--- config.mk ---
export PLATFORM = sky130hd
export DESIGN_NAME = image_pixel_proc_flat
export DESIGN_NICKNAME = d
export VERILOG_FILES = /design/src/rtl/image_pixel_proc_if.sv /design/src/rtl/image_pixel_proc.sv /design/src/flat_wrapper.sv
export SDC_FILE = /design/constraint.sdc
export NUM_CORES = 1
export LEC_CHECK = 0
export CAP_MARGIN = 0
export CORE_MARGIN = 3
export CORE_UTILIZATION = 49
export CTS_BUF_LIST = sky130_fd_sc_hd__clkbuf_16
export CTS_CLUSTER_DIAMETER = 100
export DETAILED_ROUTE_END_ITERATION = 12
export GPL_TIMING_DRIVEN = 0
export MAX_ROUTING_LAYER = met4
export PLACE_DENSITY_LB_ADDON = 0.15
export SETUP_SLACK_MARGIN = 0.1
export SLEW_MARGIN = 40
export SYNTH_ARGS = -nofsm -noshare
export SYNTH_HDL_FRONTEND = slang
export SYNTH_SLANG_ARGS = --single-unit
--- constraint.sdc ---
create_clock -name HCLK -period 6.3 [get_ports HCLK]
set_input_delay 0.945 -clock HCLK [delete_from_list [all_inputs] [get_ports HCLK]]
set_output_delay 0.945 -clock HCLK [all_outputs]
set_load 0.05 [all_outputs]
--- src/rtl/image_pixel_proc_if.sv ---
// Stream bundle for image_pixel_proc: frame control, input beat and output beat handshakes.
// The master side feeds pixels and consumes results; the slave side is the pixel processor.
interface image_pixel_proc_if #(
  parameter int DW  = 8,
  parameter int PPC = 2
);
  localparam int BW = 3 * DW * PPC;

  logic [2:0]    mode;
  logic [DW-1:0] value;
  logic          in_valid;
  logic          in_ready;
  logic [BW-1:0] in_data;
  logic          out_valid;
  logic          out_ready;
  logic [BW-1:0] out_data;
  logic          out_hsync;
  logic          out_last;
  logic          frame_done;

  modport master (
    output mode, value, in_valid, in_data, out_ready,
    input  in_ready, out_valid, out_data, out_hsync, out_last, frame_done
  );

  modport slave (
    input  mode, value, in_valid, in_data, out_ready,
    output in_ready, out_valid, out_data, out_hsync, out_last, frame_done
  );
endinterface

--- src/rtl/image_pixel_proc.sv ---
// Two-stage streaming pixel processor. Stage 1 does the wide arithmetic
// (add, subtract, invert, luma sum); stage 2 saturates and selects the result.
// Mode and value are captured on the first beat of every frame so a frame is
// always processed with one consistent setting.
module image_pixel_proc #(
  parameter int DW    = 8,
  parameter int PPC   = 2,
  parameter int IMG_W = 768,
  parameter int IMG_H = 512
) (
  input logic               HCLK,
  input logic               HRESET,
  image_pixel_proc_if.slave bus
);

  localparam int NCH  = 3 * PPC;
  localparam int BW   = 3 * DW * PPC;
  localparam int COLS = IMG_W / PPC;
  localparam int CW   = (COLS > 1) ? $clog2(COLS) : 1;
  localparam int RW   = (IMG_H > 1) ? $clog2(IMG_H) : 1;
  localparam logic [DW-1:0] MAXV = '1;

  logic [CW-1:0] col_in;
  logic [RW-1:0] row_in;
  logic [2:0]    mode_lat;
  logic [DW-1:0] value_lat;

  logic                  s1_valid;
  logic                  s1_hsync;
  logic                  s1_last;
  logic [2:0]            s1_mode;
  logic [DW-1:0]         s1_value;
  logic [NCH-1:0][DW:0]  s1_pre;
  logic [PPC-1:0][DW-1:0] s1_gray;

  logic          s2_valid;
  logic          s2_hsync;
  logic          s2_last;
  logic [BW-1:0] s2_data;
  logic          done_q;

  logic s1_en, s2_en, in_xfer, out_xfer;
  logic first_beat, last_col, last_row;
  logic [2:0]    eff_mode;
  logic [DW-1:0] eff_value;
  logic [DW-1:0] chan;
  logic [NCH-1:0][DW:0]   pre_next;
  logic [PPC-1:0][DW-1:0] gray_next;
  logic [BW-1:0]          sel_next;

  // A stage may load when it is empty or when the stage after it is moving.
  assign s2_en = !s2_valid || bus.out_ready;
  assign s1_en = !s1_valid || s2_en;

  assign bus.in_ready   = !HRESET && s1_en;
  assign bus.out_valid  = !HRESET && s2_valid;
  assign bus.out_data   = s2_data;
  assign bus.out_hsync  = bus.out_valid && s2_hsync;
  assign bus.out_last   = bus.out_valid && s2_last;
  assign bus.frame_done = done_q;

  assign in_xfer  = bus.in_valid && bus.in_ready;
  assign out_xfer = bus.out_valid && bus.out_ready;

  assign first_beat = (col_in == '0) && (row_in == '0);
  assign last_col   = (col_in == CW'(COLS - 1));
  assign last_row   = (row_in == RW'(IMG_H - 1));

  // The first beat of a frame uses the live mode/value; later beats use the captured copy.
  assign eff_mode  = first_beat ? bus.mode  : mode_lat;
  assign eff_value = first_beat ? bus.value : value_lat;

  // Stage-1 arithmetic: one extra bit per channel keeps carry/borrow for stage-2 clamping.
  always_comb begin
    pre_next  = '0;
    gray_next = '0;
    chan      = '0;
    for (int p = 0; p < PPC; p++) begin
      gray_next[p] = DW'(((DW+2)'(bus.in_data[(3*p+2)*DW +: DW])
                        + ((DW+2)'(bus.in_data[(3*p+1)*DW +: DW]) << 1)
                        + (DW+2)'(bus.in_data[(3*p)*DW +: DW])) >> 2);
    end
    for (int c = 0; c < NCH; c++) begin
      chan = bus.in_data[c*DW +: DW];
      case (eff_mode)
        3'd1:    pre_next[c] = {1'b0, chan} + {1'b0, eff_value};
        3'd2:    pre_next[c] = {1'b0, chan} - {1'b0, eff_value};
        3'd3:    pre_next[c] = {1'b0, ~chan};
        default: pre_next[c] = {1'b0, chan};
      endcase
    end
  end

  // Stage-2 select: clamp add/subtract results and expand luma into threshold or gray.
  always_comb begin
    sel_next = '0;
    for (int c = 0; c < NCH; c++) begin
      case (s1_mode)
        3'd1:    sel_next[c*DW +: DW] = s1_pre[c][DW] ? MAXV : s1_pre[c][DW-1:0];
        3'd2:    sel_next[c*DW +: DW] = s1_pre[c][DW] ? '0 : s1_pre[c][DW-1:0];
        3'd4:    sel_next[c*DW +: DW] = (s1_gray[c/3] > s1_value) ? MAXV : '0;
        3'd5:    sel_next[c*DW +: DW] = s1_gray[c/3];
        default: sel_next[c*DW +: DW] = s1_pre[c][DW-1:0];
      endcase
    end
  end

  // Frame position counters and the per-frame mode/value capture.
  always_ff @(posedge HCLK) begin
    if (HRESET) begin
      col_in    <= '0;
      row_in    <= '0;
      mode_lat  <= '0;
      value_lat <= '0;
    end else if (in_xfer) begin
      if (first_beat) begin
        mode_lat  <= bus.mode;
        value_lat <= bus.value;
      end
      if (last_col) begin
        col_in <= '0;
        row_in <= last_row ? '0 : row_in + RW'(1);
      end else begin
        col_in <= col_in + CW'(1);
      end
    end
  end

  // Stage-1 register: arithmetic results plus the flags and mode that travel with the beat.
  always_ff @(posedge HCLK) begin
    if (HRESET) begin
      s1_valid <= 1'b0;
      s1_hsync <= 1'b0;
      s1_last  <= 1'b0;
      s1_mode  <= '0;
      s1_value <= '0;
      s1_pre   <= '0;
      s1_gray  <= '0;
    end else if (s1_en) begin
      s1_valid <= in_xfer;
      if (in_xfer) begin
        s1_hsync <= (col_in == '0);
        s1_last  <= last_col && last_row;
        s1_mode  <= eff_mode;
        s1_value <= eff_value;
        s1_pre   <= pre_next;
        s1_gray  <= gray_next;
      end
    end
  end

  // Stage-2 register: only loads on a real beat, so output holds steady while stalled.
  always_ff @(posedge HCLK) begin
    if (HRESET) begin
      s2_valid <= 1'b0;
      s2_hsync <= 1'b0;
      s2_last  <= 1'b0;
      s2_data  <= '0;
    end else if (s2_en) begin
      s2_valid <= s1_valid;
      if (s1_valid) begin
        s2_hsync <= s1_hsync;
        s2_last  <= s1_last;
        s2_data  <= sel_next;
      end
    end
  end

  // One-cycle pulse following the hand-off of the final beat of a frame.
  always_ff @(posedge HCLK) begin
    if (HRESET) begin
      done_q <= 1'b0;
    end else begin
      done_q <= out_xfer && bus.out_last;
    end
  end

endmodule

--- src/flat_wrapper.sv ---
// flat-port wrapper written by rule: the top's interface ports become plain ports
module image_pixel_proc_flat 
#(
  parameter int DW    = 8,
  parameter int PPC   = 2,
  parameter int IMG_W = 768,
  parameter int IMG_H = 512
)
  (HCLK, HRESET, bus_mode, bus_value, bus_in_valid, bus_in_data, bus_out_ready, bus_in_ready, bus_out_valid, bus_out_data, bus_out_hsync, bus_out_last, bus_frame_done);
  image_pixel_proc_if #(.DW(DW), .PPC(PPC)) bus_i ();
  input logic HCLK;
  input logic HRESET;
  input wire logic [$bits(bus_i.mode)-1:0] bus_mode;
  input wire logic [$bits(bus_i.value)-1:0] bus_value;
  input wire logic [$bits(bus_i.in_valid)-1:0] bus_in_valid;
  input wire logic [$bits(bus_i.in_data)-1:0] bus_in_data;
  input wire logic [$bits(bus_i.out_ready)-1:0] bus_out_ready;
  output wire logic [$bits(bus_i.in_ready)-1:0] bus_in_ready;
  output wire logic [$bits(bus_i.out_valid)-1:0] bus_out_valid;
  output wire logic [$bits(bus_i.out_data)-1:0] bus_out_data;
  output wire logic [$bits(bus_i.out_hsync)-1:0] bus_out_hsync;
  output wire logic [$bits(bus_i.out_last)-1:0] bus_out_last;
  output wire logic [$bits(bus_i.frame_done)-1:0] bus_frame_done;
  assign bus_i.mode = bus_mode;
  assign bus_i.value = bus_value;
  assign bus_i.in_valid = bus_in_valid;
  assign bus_i.in_data = bus_in_data;
  assign bus_i.out_ready = bus_out_ready;
  assign bus_in_ready = bus_i.in_ready;
  assign bus_out_valid = bus_i.out_valid;
  assign bus_out_data = bus_i.out_data;
  assign bus_out_hsync = bus_i.out_hsync;
  assign bus_out_last = bus_i.out_last;
  assign bus_frame_done = bus_i.frame_done;
  image_pixel_proc #(.DW(DW), .PPC(PPC), .IMG_W(IMG_W), .IMG_H(IMG_H)) u_core (.HCLK(HCLK), .HRESET(HRESET), .bus(bus_i));
endmodule
==> results of run 1 <==
stage by stage:
step           TNS [ns]  hold slack, ns  setup slack, ns  std cells
2_1_floorplan         0           0.436            0.603       1462
3_3_place_gp      -2.07           0.465           -0.434       1861
3_5_place_dp          0           0.469            0.773       1862
4_1_cts               0           0.478            0.741       1894
5_1_grt               0           0.514            0.311       1894
6_report              0           0.482            0.750       1894
synthesized netlist by cell type, types with 11 or more instances:
master	count	area [µm²]
fa_1	22	440
ha_1	55	688
a211oi_1	26	195
dfxtp_1	165	3300
a31oi_1	62	388
o21ai_0	223	1120
a21o_1	18	135
and3_1	21	131
xor2_1	20	175
nand3_1	53	265
clkbuf_1	89	334
maj3_1	27	270
inv_1	47	176
mux2i_1	22	220
nand2_1	85	319
o21a_1	11	82.6
a21oi_1	68	340
nand4_1	12	75.1
nor3_1	26	130
xnor2_1	58	508
nor2_1	179	672
registers in the layout, indices dropped and copies added (netlist names), 3 cells and up:
| signal | count |
|---|---|
| u_core.col_in | 9 |
| u_core.bus.out_data | 48 |
| u_core.row_in | 9 |
| u_core.value_lat | 8 |
| u_core.mode_lat | 3 |
| u_core.s1_gray | 16 |
| u_core.s1_value | 8 |
| u_core.s1_pre | 54 |
| u_core.s1_mode | 3 |
worst register-to-register path: stages, from the launching register on:
cell and delay, ns:
dfxtp_1 0.35, inv_1 0.07, ha_1 0.13, nor4b_1 0.32, and4_1 0.36, buf_6 0.19, clkbuf_1 0.45, mux2i_1 0.48
ha_1 0.33, o21ai_2 0.29, buf_4 0.26, ha_1 0.26, a21o_1 0.18, maj3_1 0.42, maj3_1 0.39, maj3_1 0.38
mux2i_1 0.16, or4_1 0.41, nand3_1 0.07
metal layers:
| metal | routed length [µm] | vias to the layer above | GRT usage |
|---|---|---|---|
| met4 | 1520 | 0 | 0.120 |
| met2 | 18600 | 503 | 0.520 |
| met5 | 0 | - | - |
| met3 | 3170 | 89 | 0.0560 |
| li1 | - | 5543 | - |
| met1 | 18400 | 5437 | 0.454 |
worst min-delay path by stage:
stage / startpoint / slack [ns] / depth (start not counted) / endpoint
2_1_floorplan: u_core.s1_hsync / 0.44 / 2 / u_core.s1_hsync
3_3_place_gp: u_core.value_lat[7] / 0.46 / 2 / u_core.value_lat[7]
3_5_place_dp: u_core.s1_pre[22] / 0.47 / 2 / u_core.s1_pre[22]
4_1_cts: u_core.s1_pre[22] / 0.48 / 2 / u_core.s1_pre[22]
5_1_grt: u_core.s1_gray[13] / 0.51 / 2 / u_core.s1_gray[13]
6_report: u_core.s1_pre[22] / 0.48 / 2 / u_core.s1_pre[22]
cell type report:
cell class	instances	area, µm²
clock inverters	15	163
clock buffers	17	425
inverters	48	180
plain buffers	98	383
flip-flops and latches	165	3300
repair buffers	115	1150
well taps	285	357
multi-input cells	1151	7510
fillers	2159	9240
power breakdown:
part / switching (W) / internal, W
logic: 0.000911 / 0.000567
clock network: 0.000540 / 0.000532
registers: 0.0000993 / 0.00114
total: 0.00155 / 0.00224
kinds of logic after synthesis:
family,after synthesis,share of synthesized area
compound gates,489,0.256
simple gates,439,0.180
flops,165,0.291
buf+inv,146,0.0495
fa+ha+maj,114,0.133
xor+xnor,78,0.0602
mux,31,0.0292
cell usage in the layout (no fill, tap or decap), types with 9 or more instances in the layout:
cell type	synthesis	layout
a211o_1	9	9
a211oi_1	26	26
a21o_1	18	18
a21oi_1	68	68
a31oi_1	62	61
and2_1	9	9
and3_1	21	21
clkbuf_1	89	89
clkbuf_16	0	17
clkdlybuf4s50_1	0	114
dfxtp_1	165	165
fa_1	22	22
ha_1	55	55
inv_1	47	47
maj3_1	27	27
maj3_2	10	10
mux2i_1	22	22
nand2_1	85	85
nand3_1	53	53
nand4_1	12	12
nor2_1	179	179
nor3_1	26	25
o21a_1	11	11
o21ai_0	223	220
or2_2	9	9
or3_1	10	10
xnor2_1	58	58
xor2_1	20	20
==> results.py, run 1 <==
metrics = {
    "sta": {
        "period_share": 0.881,
        "fmax_ghz": 0.180,
        "worst_slew_pin_slew_ns": 0.974,
        "fin_skew_ns": 0.0207,
        "max_slew_margin": 0.344,
        "setup_viol": 0,
        "rsz0062_at_grt": "false",
        "hold_viol": 0,
        "slew_viol_final": 0,
        "post-route-min-period_ns": 5.55,
    },
    "layout": {
        "syn2layout_area_growth_pct": 18.7,
        "final_core_util": 0.593,
        "drive_gt1_frac": 0.0472,
        "antenna_cells": 0,
        "final_area_mm2": 0.0135,
        "layout.nets": 1736,
    },
    "placed_design": {
        "place_area_mm2": 0.0129,
        "dpl.hpwl_mm": 32.8,
        "gp_congestion": 0.984,
        "io_buffers": 114,
    },
    "die": {
        "rows": 55,
        "die_h_um": 158,
        "core_mm2": 0.0227,
        "die_w_um": 158,
        "die_area_mm2": 0.0250,
        "start_util": 0.500,
        "ios": 116,
    },
    "synthesis": {
        "syn_area_mm2": 0.0113,
        "ys.flop_type": "dfxtp_1",
        "synth_edf_count": 0,
        "async_flop_share": 0,
        "synth_cell_types": 65,
        "synth_cells": 1462,
        "syn_avg_cell_area_um2": 7.76,
        "yosysSeqAreaShare": 0.291,
        "ys_warn_count": 0,
        "synth-seq-cells": 165,
        "synth_fp_nets": 1602,
    },
    "global_routing": {
        "grt_pass1_wl_mm": 62.3,
        "grt_overflow_total": 0,
        "grt_usage": 0.339,
        "grt_pass1_vias": 10432,
        "grt_max_degree": 19,
        "antenna_found_initial": 0,
    },
    "status": {
        "status": "complete, no violations",
    },
    "cts": {
        "cts_tree": "built",
        "cts_sinks": 165,
        "cts_hold_buffers": 0,
        "path_clk_slew_ns": 0.08,
        "clk_path_buf_depth": 2,
        "clk-insertion-delay-late_ns": 0.45,
        "htree_levels": 4,
        "ctsResizeCount": 0,
        "clockRootBuffer": "clkbuf_16",
        "numCtsBuffers": 17,
        "cts_setup_buffers": 0,
    },
    "setup_path": {
        "startpoint": "u_core.row_in[0]",
        "path_depth": 18,
        "crit_family": "adder cells",
        "r2r_end": "u_core.s1_pre[14]",
        "r2r_cells": 18,
        "cp_cell_sequence": "inv_1, ha_1, nor4b_1, and4_1, buf_6, clkbuf_1, mux2i_1, ha_1, o21ai_2, buf_4, ha_1, a21o_1, maj3_1, maj3_1, maj3_1, mux2i_1, or4_1, nand3_1",
        "crit_arrival_ns": 5.94,
        "r2r-start": "u_core.row_in[0]",
        "critPathLaunchType": "register",
        "critPathCapture": "u_core.s1_pre[14]",
        "cp-end-kind": "register",
        "reg2reg_slack_ns": 0.75,
        "slowest_stage": "mux2i_1",
        "cpPeakStageDelay_ns": 0.48,
        "required_ns": 6.69,
        "worst-path-buf-inv": 4,
        "critPathMaxFanout": 10,
        "worstSetupPathType": "register to register",
    },
    "route": {
        "viasPerCell": 6.11,
        "wl_per_cell_um": 22.0,
        "num_vias": 11572,
        "drt_iter0_drc": 1026,
        "dr.pass1.iters": 5,
        "route.detailed.drc": 0,
        "ant_nets": 0,
        "finalWirelength_mm": 41.6,
    },
    "run": {
        "drv_cap": 0,
    },
    "min_path": {
        "hold_path_class": "register to register",
    },
    "power": {
        "irDropWorstVdd_uv": 194,
        "total_power_w": 0.00379,
        "power_leakage_nw": 5.05,
        "p_per_area_mw_per_mm2": 281,
    },
}
(Power assumes the default switching activity.)
==> run 2, diff against run 1 <==
CORE_MARGIN = 10   (was 3)
CORE_UTILIZATION = 45   (was 49)
SKIP_CTS_REPAIR_TIMING = 1   (was unset)
==> run 2 against run 1 <==
Largest cell class unchanged. Critical endpoint unchanged. Global-route usage decreased by 6.5 points. Combinational power is essentially flat. Register-to-register slack worse by 0.08 ns. Clock skew shrank 0.0010 ns. Sequential share of layout area down 0.12 points. Non-clock buffer count unchanged. Core utilization shrank 5.1 points. Largest power group unchanged. Final cell count increased by 2.5%. Via count down 1.3%. Die area grew 28%. Worst hold slack got worse by 0.012 ns.
==> results.py, run 2 (same netlist as run 1, synthesis figures left out) <==
metrics = {
    "setup_path": {
        "worst-path-buf-inv": 4,
        "startpoint": "u_core.row_in[0]",
        "r2r_cells": 18,
        "crit_arrival_ns": 6.00,
        "reg2reg_slack_ns": 0.67,
        "required_ns": 6.67,
        "worstSetupPathType": "register to register",
        "critPathLaunchType": "register",
        "cp-end-kind": "register",
        "crit_family": "adder cells",
        "cp_cell_sequence": "inv_1, ha_1, nor4b_1, and4_1, buf_6, clkbuf_1, mux2i_1, ha_1, o21ai_2, buf_4, ha_1, a21o_1, maj3_1, maj3_1, maj3_1, mux2i_1, or4_1, nand3_1",
        "critPathMaxFanout": 10,
        "r2r-start": "u_core.row_in[0]",
        "slowest_stage": "mux2i_1",
        "critPathCapture": "u_core.s1_pre[14]",
        "path_depth": 18,
        "cpPeakStageDelay_ns": 0.50,
        "r2r_end": "u_core.s1_pre[14]",
    },
    "layout": {
        "seqCellArea_mm2": 0.00330,
        "largest_reg_flops": 54,
        "layout.nets": 1736,
        "top_register": "u_core.s1_pre",
        "final_common_cell": "o21ai_0",
        "fin_cells": 1941,
        "drive_gt1_frac": 0.0454,
        "layout_common_cells": "213 x o21ai_0, 179 x nor2_1, 165 x dfxtp_1",
        "syn2layout_area_growth_pct": 19.3,
        "final_core_util": 0.542,
        "multiInputGateArea_mm2": 0.00751,
        "fillCellCount": 2496,
    },
    "min_path": {
        "holdPathStages": 2,
        "timing.hold.worst.start": "u_core.s1_hsync",
        "hold_path_class": "register to register",
    },
    "sta": {
        "hold_viol": 0,
        "max_slew_margin": 0.384,
        "fmax_ghz": 0.178,
        "finalSetupTns_ns": 0,
        "period_share": 0.894,
        "rsz0062_at_grt": "false",
        "worst_slew_pin_slew_ns": 0.924,
        "fin_skew_ns": 0.0197,
        "slew_viol_final": 0,
        "setup_viol": 0,
        "post-route-min-period_ns": 5.63,
    },
    "route": {
        "wl_per_cell_um": 22.4,
        "num_vias": 11419,
        "viasPerCell": 5.88,
        "route.detailed.drc": 0,
        "ant_nets": 0,
        "dr.pass1.iters": 5,
        "finalWirelength_mm": 43.4,
        "drt_iter0_drc": 1103,
    },
    "cts": {
        "cts_tree": "built",
        "clockRootBuffer": "clkbuf_16",
        "cts_sinks": 165,
        "clk-insertion-delay-late_ns": 0.44,
        "clk_path_buf_depth": 2,
        "path_clk_slew_ns": 0.08,
        "htree_levels": 4,
        "numCtsBuffers": 17,
    },
    "placed_design": {
        "place_inst": 1907,
        "io_buffers": 114,
        "gp_congestion": 1.00,
        "dpl.hpwl_mm": 34.3,
    },
    "global_routing": {
        "grt_max_degree": 17,
        "grt_usage": 0.274,
        "grt_pass1_wl_mm": 64.9,
        "antenna_found_initial": 2,
        "grt_pass1_vias": 10693,
        "grt_overflow_total": 0,
    },
    "die": {
        "die_w_um": 179,
        "die_area_mm2": 0.0320,
        "ios": 116,
        "die_h_um": 179,
        "start_util": 0.454,
        "core_mm2": 0.0250,
        "rows": 58,
    },
    "power": {
        "irDropWorstVdd_uv": 164,
        "power_leakage_nw": 5.06,
        "p_per_area_mw_per_mm2": 284,
    },
    "run": {
        "drv_cap": 0,
    },
    "status": {
        "status": "complete, no violations",
    },
}
-- run 2: cell types whose count changed in the layout (fill, tap and decap cells not counted), moves of 3 or more --
cell and delta:
clkinv_8 -3, o21ai_0 -7, clkinv_4 -3, o21ai_1 +7
-- run 2: worst register-to-register path: stages (launching register included) --
cell and delay [ns]:
dfxtp_1 0.35, inv_1 0.07, ha_1 0.13, nor4b_1 0.32, and4_1 0.38, buf_6 0.19
clkbuf_1 0.45, mux2i_1 0.50, ha_1 0.33, o21ai_2 0.29, buf_4 0.26, ha_1 0.25
a21o_1 0.18, maj3_1 0.42, maj3_1 0.38, maj3_1 0.39, mux2i_1 0.17, or4_1 0.42
nand3_1 0.08
-- run 2: per-layer routing --
metal | up-vias | GRT usage | routed length [µm]
met4 | 0 | 0.104 | 1470
met1 | 5312 | 0.356 | 19400
met5 | - | - | 0
met2 | 481 | 0.419 | 19200
li1 | 5551 | - | -
met3 | 75 | 0.0478 | 3360
-- run 2: area by class of cell --
type,count,area share
multi-input cells,1151,0.555
flip-flops and latches,165,0.244
repair buffers,115,0.0849
clock buffers,17,0.0314
well taps,330,0.0305
plain buffers,98,0.0282
inverters,48,0.0133
clock inverters,15,0.0123
diodes,2,0.000370
-- run 2: worst min path at each step --
stage                         to
6_report         u_core.s1_hsync
5_1_grt        u_core.s1_pre[22]
4_1_cts          u_core.s1_hsync
3_5_place_dp     u_core.s1_hsync
3_3_place_gp     u_core.s1_hsync
2_1_floorplan    u_core.s1_hsync
-- run 2: power breakdown --
part | internal (W) | switching (W) | total (W) | leakage (nW)
clock | 0.000597 | 0.000502 | 0.00110 | 0.290
combinational | 0.000569 | 0.000936 | 0.00151 | 3.41
sequential | 0.00114 | 0.0000941 | 0.00123 | 1.36
total | 0.00231 | 0.00153 | 0.00384 | 5.06
-- run 2: through the flow --
stage          instance area [µm²]  hold WS (ns)  setup WS [ns]  total power [W]
2_1_floorplan                11300         0.436          0.603          0.00222
3_3_place_gp                 12900         0.458         -0.498          0.00270
3_5_place_dp                 12900         0.459          0.749          0.00272
4_1_cts                      13500         0.470          0.702          0.00381
5_1_grt                      13500         0.498          0.381          0.00401
6_report                     13500         0.471          0.668          0.00384
==> run 3, diff against run 2 <==
CAP_MARGIN = 20   (was 0)
==> results of run 3 <==
Final layout, timing and power as in run 2 (identical DEF).
